--- src/rtl/multiword_add_seq_if.sv ---
// Request/result bundle for multiword_add_seq: operand request handshake in,
// sum/flags result handshake out. The slave modport is the adder's side.
interface multiword_add_seq_if #(
    parameter int WIDTH = 32,
    parameter int WORDS = 4
);
    localparam int N = WIDTH * WORDS;

    logic         i_valid;
    logic         o_ready;
    logic [N-1:0] i_a;
    logic [N-1:0] i_b;
    logic         i_cin;
    logic         i_sub;
    logic         o_valid;
    logic         i_ready;
    logic [N-1:0] o_s;
    logic         o_cout;
    logic         o_ovf;
    logic         o_zero;

    modport master (
        output i_valid, i_a, i_b, i_cin, i_sub, i_ready,
        input  o_ready, o_valid, o_s, o_cout, o_ovf, o_zero
    );

    modport slave (
        input  i_valid, i_a, i_b, i_cin, i_sub, i_ready,
        output o_ready, o_valid, o_s, o_cout, o_ovf, o_zero
    );
endinterface

--- src/rtl/multiword_add_seq.sv ---
// Sequential N-bit add/subtract, one WIDTH-bit carry-select chunk per cycle, LSB first.
// Define MULTIWORD_ADD_SEQ_FLAGS_EN to build the signed-overflow and zero flags.

module multiword_add_seq_csel #(
    parameter int W = 32
) (
    input  logic [W-1:0] a,
    input  logic [W-1:0] b,
    input  logic         cin,
    output logic [W-1:0] s,
    output logic         cout
);
    localparam int H  = W / 2;
    localparam int HW = W - H;

    logic [H:0]  lo;
    logic [HW:0] hi0;
    logic [HW:0] hi1;

    // Upper half is precomputed for both possible carries and picked by the lower half.
    assign lo  = {1'b0, a[H-1:0]} + {1'b0, b[H-1:0]} + (H+1)'(cin);
    assign hi0 = {1'b0, a[W-1:H]} + {1'b0, b[W-1:H]};
    assign hi1 = {1'b0, a[W-1:H]} + {1'b0, b[W-1:H]} + (HW+1)'(1);

    assign s    = lo[H] ? {hi1[HW-1:0], lo[H-1:0]} : {hi0[HW-1:0], lo[H-1:0]};
    assign cout = lo[H] ? hi1[HW] : hi0[HW];
endmodule

// state | meaning
// IDLE  | o_ready=1, previous result held, waiting for a request
// RUN   | adding chunk k of the latched operands each edge
// DONE  | result valid, held until downstream accepts
module multiword_add_seq #(
    parameter int WIDTH = 32,
    parameter int WORDS = 4
) (
    input logic                 i_clk,
    input logic                 i_rst,
    multiword_add_seq_if.slave  bus
);
    localparam int N  = WIDTH * WORDS;
    localparam int KW = $clog2(WORDS);
    localparam logic [KW-1:0] K_LAST = KW'(WORDS - 1);

    typedef enum logic [1:0] {IDLE, RUN, DONE} state_t;

    state_t           state;
    logic [N-1:0]     a_r;
    logic [N-1:0]     b_r;
    logic [N-1:0]     s_r;
    logic [N-1:0]     s_next;
    logic [KW-1:0]    k;
    logic             carry_r;
    logic             cout_r;
    logic             valid_r;
    logic             ready_r;
    logic [WIDTH-1:0] chunk_s;
    logic             chunk_c;

    multiword_add_seq_csel #(.W(WIDTH)) u_csel (
        .a    (a_r[k*WIDTH +: WIDTH]),
        .b    (b_r[k*WIDTH +: WIDTH]),
        .cin  (carry_r),
        .s    (chunk_s),
        .cout (chunk_c)
    );

    always_comb begin
        s_next = s_r;
        s_next[k*WIDTH +: WIDTH] = chunk_s;
    end

`ifdef MULTIWORD_ADD_SEQ_FLAGS_EN
    logic ovf_r;
    logic zero_r;
`endif

    always_ff @(posedge i_clk) begin
        if (i_rst) begin
            state   <= IDLE;
            k       <= '0;
            carry_r <= 1'b0;
            valid_r <= 1'b0;
            ready_r <= 1'b1;
            s_r     <= '0;
            cout_r  <= 1'b0;
            a_r     <= '0;
            b_r     <= '0;
`ifdef MULTIWORD_ADD_SEQ_FLAGS_EN
            ovf_r   <= 1'b0;
            zero_r  <= 1'b0;
`endif
        end else begin
            case (state)
                IDLE: begin
                    if (bus.i_valid) begin
                        a_r     <= bus.i_a;
                        b_r     <= bus.i_sub ? ~bus.i_b : bus.i_b;
                        carry_r <= bus.i_sub | bus.i_cin;
                        k       <= '0;
                        ready_r <= 1'b0;
                        state   <= RUN;
                    end
                end
                RUN: begin
                    s_r     <= s_next;
                    carry_r <= chunk_c;
                    k       <= k + KW'(1);
                    if (k == K_LAST) begin
                        k       <= '0;
                        cout_r  <= chunk_c;
                        valid_r <= 1'b1;
                        state   <= DONE;
`ifdef MULTIWORD_ADD_SEQ_FLAGS_EN
                        // s_next already holds the completed sum on this edge.
                        ovf_r  <= (a_r[N-1] == b_r[N-1]) && (s_next[N-1] != a_r[N-1]);
                        zero_r <= (s_next == '0);
`endif
                    end
                end
                DONE: begin
                    if (bus.i_ready) begin
                        valid_r <= 1'b0;
                        ready_r <= 1'b1;
                        state   <= IDLE;
                    end
                end
                default: state <= IDLE;
            endcase
        end
    end

    assign bus.o_ready = ready_r;
    assign bus.o_valid = valid_r;
    assign bus.o_s     = s_r;
    assign bus.o_cout  = cout_r;
`ifdef MULTIWORD_ADD_SEQ_FLAGS_EN
    assign bus.o_ovf   = ovf_r;
    assign bus.o_zero  = zero_r;
`else
    assign bus.o_ovf   = 1'b0;
    assign bus.o_zero  = 1'b0;
`endif
endmodule
--- src/flat_wrapper.sv ---
// flat-port wrapper written by rule: the top's interface ports become plain ports
module multiword_add_seq_flat 
#(
    parameter int WIDTH = 32,
    parameter int WORDS = 4
)
  (i_clk, i_rst, bus_i_valid, bus_i_a, bus_i_b, bus_i_cin, bus_i_sub, bus_i_ready, bus_o_ready, bus_o_valid, bus_o_s, bus_o_cout, bus_o_ovf, bus_o_zero);
  multiword_add_seq_if #(.WIDTH(WIDTH), .WORDS(WORDS)) bus_i ();
  input logic i_clk;
  input logic i_rst;
  input wire logic [$bits(bus_i.i_valid)-1:0] bus_i_valid;
  input wire logic [$bits(bus_i.i_a)-1:0] bus_i_a;
  input wire logic [$bits(bus_i.i_b)-1:0] bus_i_b;
  input wire logic [$bits(bus_i.i_cin)-1:0] bus_i_cin;
  input wire logic [$bits(bus_i.i_sub)-1:0] bus_i_sub;
  input wire logic [$bits(bus_i.i_ready)-1:0] bus_i_ready;
  output wire logic [$bits(bus_i.o_ready)-1:0] bus_o_ready;
  output wire logic [$bits(bus_i.o_valid)-1:0] bus_o_valid;
  output wire logic [$bits(bus_i.o_s)-1:0] bus_o_s;
  output wire logic [$bits(bus_i.o_cout)-1:0] bus_o_cout;
  output wire logic [$bits(bus_i.o_ovf)-1:0] bus_o_ovf;
  output wire logic [$bits(bus_i.o_zero)-1:0] bus_o_zero;
  assign bus_i.i_valid = bus_i_valid;
  assign bus_i.i_a = bus_i_a;
  assign bus_i.i_b = bus_i_b;
  assign bus_i.i_cin = bus_i_cin;
  assign bus_i.i_sub = bus_i_sub;
  assign bus_i.i_ready = bus_i_ready;
  assign bus_o_ready = bus_i.o_ready;
  assign bus_o_valid = bus_i.o_valid;
  assign bus_o_s = bus_i.o_s;
  assign bus_o_cout = bus_i.o_cout;
  assign bus_o_ovf = bus_i.o_ovf;
  assign bus_o_zero = bus_i.o_zero;
  multiword_add_seq #(.WIDTH(WIDTH), .WORDS(WORDS)) u_core (.i_clk(i_clk), .i_rst(i_rst), .bus(bus_i));
endmodule
--- config.mk ---
export PLATFORM = sky130hd
export DESIGN_NAME = multiword_add_seq_flat
export DESIGN_NICKNAME = d
export VERILOG_FILES = /design/src/rtl/multiword_add_seq_if.sv /design/src/rtl/multiword_add_seq.sv /design/src/flat_wrapper.sv
export SDC_FILE = /design/constraint.sdc
export NUM_CORES = 1
export LEC_CHECK = 0
export ABC_AREA = 1
export CAP_MARGIN = 20
export CORE_MARGIN = 2
export CORE_UTILIZATION = 30
export DETAILED_ROUTE_END_ITERATION = 12
export PLACE_DENSITY_LB_ADDON = 0.25
export SLEW_MARGIN = 20
export SYNTH_ARGS = -nofsm -noshare
export SYNTH_HDL_FRONTEND = slang
export SYNTH_SLANG_ARGS = --single-unit
--- constraint.sdc ---
create_clock -name i_clk -period 6 [get_ports i_clk]
set_clock_uncertainty 0.1 [all_clocks]
set_input_delay 0.6 -clock i_clk [delete_from_list [all_inputs] [get_ports i_clk]]
set_output_delay 0.6 -clock i_clk [all_outputs]
set_load 0.02 [all_outputs]
==> qor.csv <==
metric,value,unit
Fmax,233,MHz
wire per inst,18.0,microns
Yosys reg bits,392,
Sinks on Clock Net,392,
Critical Path End Type,flip-flop,
Critical Path RT,6.40,ns
row count,91,
worst endpoint data arrival time,4.69,ns
Overflow after GRT,0,
initial core utilization,0.304,
CP max-delay cell,inv_6,
latest clock arrival within the worst-skew pair,0.57,ns
Comb pwr share,0.249,
Final setup viols,0,
crit path buf inv count,3,
CTS tree,done,
Avg Inst Size Synth,7.34,sq um
RR Endpoint,u_core.bus.o_s[62],
post-synth top area cell,dfxtp_1,
DR vias,18200,
CTS root buf,clkbuf_16,
kind of critical path,reg2reg,
Seq pwr share,0.372,
gr usage total,0.200,
PortBufs,392,
power density over cell area,311,mW/mm^2
synth unique cells,45,
GP Congestion,0.854,
crit-path cells,inv_6 > buf_4 > o21ai_0 > o22ai_1 > ha_1 > inv_1 > o21bai_1 > a21oi_1 > nand2_1 > nand2_1 > nand2_1 > nor2_2 > nand3_1 > nand2_1 > nand2_1 > nor2_2 > nand3_1 > a21oi_1,
CP max stage delay,0.56,ns
hold path start,u_core.b_r[1],
met3 Use GR,0.0365,
r2r startpoint,u_core.k[0],
clock buffer depth,3,
Leakage Power,9.24,nW
hold crit path type,reg2reg,
Final nets,3130,
met1 usage,0.279,
first-pass GRT wire length,101,mm
Final min period,4.29,ns
period utilization,0.714,
layout cell share with drive strength beyond 1,0.0608,
io pins,395,
Hold WS,0.359,ns
Synth top area share,0.418,
post-DP HPWL,47.4,mm
Post-CTS Setup Bufs,0,
Slew @ Worst Pin,1.08,ns
final setup margin,1.71,ns
crit path max fanout,123,
status,finished clean,
path depth of the worst reg2reg path,18,
MaxCap Viol Count,0,
Clock power frac,0.379,
die width,254,microns
die area,0.0646,sq mm
"antenna viol nets, final",0,
DR iter-0 viols,1165,
pin count of the biggest net entering global routing,188,
yosys warns,0,
Most used DFF post-synth,dfxtp_1,
vias in the first global route,17400,
Max IR drop VDD,0.000194,V
drt drc,0,
gr busiest metal,met2,
DR vias/cell,4.91,
critical path's top delay family,buffers and inverters,
met2 Use GR,0.314,
total negative slack,0,ns
Async SR Flop Fraction,0,
CTS Buf Count,44,
Syn-to-layout area delta,32.1,%
number of slew-limit violations in the final report,0,
Min-Delay Path Depth,2,
clock-pin slew on the worst setup and hold paths,0.06,ns
dpl ws,1.83,ns
Die Y,254,microns
cell count after synthesis,2561,
RSZ-0062 raised after global routing,false,
Pwr Total,7.71,mW
Worst Hold End,u_core.b_r[1],
Int Pwr,5.25,mW
Detailed Route WL,66.7,mm
post_cts resized,0,
sequential-to-total area share from yosys stat,0.418,
htree depth,2,
mapped cell area,0.0188,sq mm
Worst path most repeated cell,nand2_1,
"top cells by area, synth","dfxtp_1 (42%), nor2_1 (11%), nand2_1 (7.1%), o21ai_0 (7.0%), xnor2_1 (6.2%)",
Startpoint Class,flip-flop,
final hold vios,0,
switching share of power,0.319,
initial antenna violation count,6,
Detailed Routing Iterations Pass 1,7,
Post-synth EDFFs,0,
reg2reg setup slack,1.71,ns
Core ar.,0.0618,sq mm
Psw,2.46,mW
worst rel slew slack,0.279,
CTS hold repair buffers,0,
==> per-layer routing <==
metal / wire (microns) / up-vias / part of all wire
met4: 1530 / 10 / 0.023
li1: - / 9019 / -
met5: 64 / - / 0.00096
met2: 29700 / 536 / 0.45
met3: 4060 / 99 / 0.061
met1: 31300 / 8490 / 0.47
==> power groups by stage <==
| stage | Sequential (mW) | Combinational [mW] | Clock, mW |
|---|---|---|---|
| after global routing | 2.89 | 2.12 | 3.09 |
| after global placement | 2.92 | 1.90 | 0 |
| after floorplan | 2.92 | 1.20 | 0 |
| after CTS | 2.87 | 1.93 | 2.99 |
| final | 2.87 | 1.92 | 2.92 |
| after detailed placement | 2.93 | 1.92 | 0 |
==> worst max-delay path by stage <==
stage,start,to,slack [ns],cells after the start
floorplan,u_core.k[0],u_core.bus.o_s[121],2.20,24
global placement,u_core.k[0],u_core.bus.o_s[57],1.85,19
detailed placement,u_core.k[0],u_core.bus.o_s[57],1.83,20
CTS,u_core.k[0],u_core.bus.o_s[57],1.81,20
global route,u_core.k[0],u_core.bus.o_s[126],1.38,20
finish,u_core.k[0],u_core.bus.o_s[62],1.71,18
==> worst reg2reg max path: cells and delay by family, from the launching register on <==
family	cells	cell delay (ns)
buffers and inverters	3	1.47
DFF	1	0.36
AOI/OAI and AO/OA	5	0.93
adders and majority gates	1	0.34
and+or+nand+nor	9	1.02
==> kinds of logic after synthesis <==
group	count (synthesis)	share of synthesized area
AO/OA/AOI/OAI	623	0.190
XOR/XNOR	153	0.0717
other	1	0.000200
flip-flops	392	0.418
adder cells (fa/ha/maj)	41	0.0285
AND/OR/NAND/NOR	1068	0.234
buffers and inverters	283	0.0579
==> layout by cell type (no fill, tap or decap), types with 3 or more instances in the layout <==
cell type and count:
fa_1 3, clkbuf_1 7, o21ai_0 261, a32oi_1 3
nand4_1 14, clkdlybuf4s50_1 390, a21oi_1 152, bufinv_16 6
ha_1 38, nand3b_1 4, xor2_1 18, xnor2_1 134
clkbuf_8 9, nand2_4 4, nand2_1 354, clkbuf_16 46
nor2_4 8, nor2_1 561, dfxtp_1 390, a211oi_1 127
nor2_2 8, a22oi_1 5, nand2_2 23, clkinvlp_4 8
nand3_1 73, inv_2 13, o22ai_1 62, inv_1 73
clkinv_2 4, buf_4 18, o21bai_1 3, a21oi_2 3
nand3_2 6, nor3_1 7
==> final cells by class <==
cell class | count | area (sq um)
well taps | 837 | 1050
flip-flops and latches | 392 | 7850
fillers | 6291 | 37000
multi-input cells | 1887 | 9880
inverters | 89 | 348
clock buffers | 62 | 1300
diodes | 1 | 2.50
repair buffers | 413 | 4120
clock inverters | 19 | 278
==> registers in the layout, indices dropped and copies added, names as in the netlist <==
| name | flops |
|---|---|
| u_core.bus.o_cout | 1 |
| u_core.bus.o_ready | 1 |
| u_core.bus.o_s | 128 |
| u_core.a_r | 128 |
| u_core.state | 2 |
| u_core.carry_r | 1 |
| u_core.bus.o_valid | 1 |
| u_core.b_r | 128 |
| u_core.k | 2 |
==> through the flow <==
step           std cells   util  area, sq um
6_report            3700  0.402        24800
3_5_place_dp        3618  0.376        23200
2_1_floorplan       2562      -        18800
5_1_grt             3699  0.402        24800
3_3_place_gp        3618  0.376        23200
4_1_cts             3699  0.401        24800
==> cell usage after synthesis, types with 23 or more instances <==
library cell  count
a211oi_1        127
xnor2_1         134
nand3_1          73
ha_1             38
inv_1            77
a21oi_1         152
o22ai_1          62
clkbuf_1        166
o21ai_0         261
nand2_1         355
nand2_2          23
nor2_1          563
dfxtp_1         392
(Power assumes the default switching activity.)
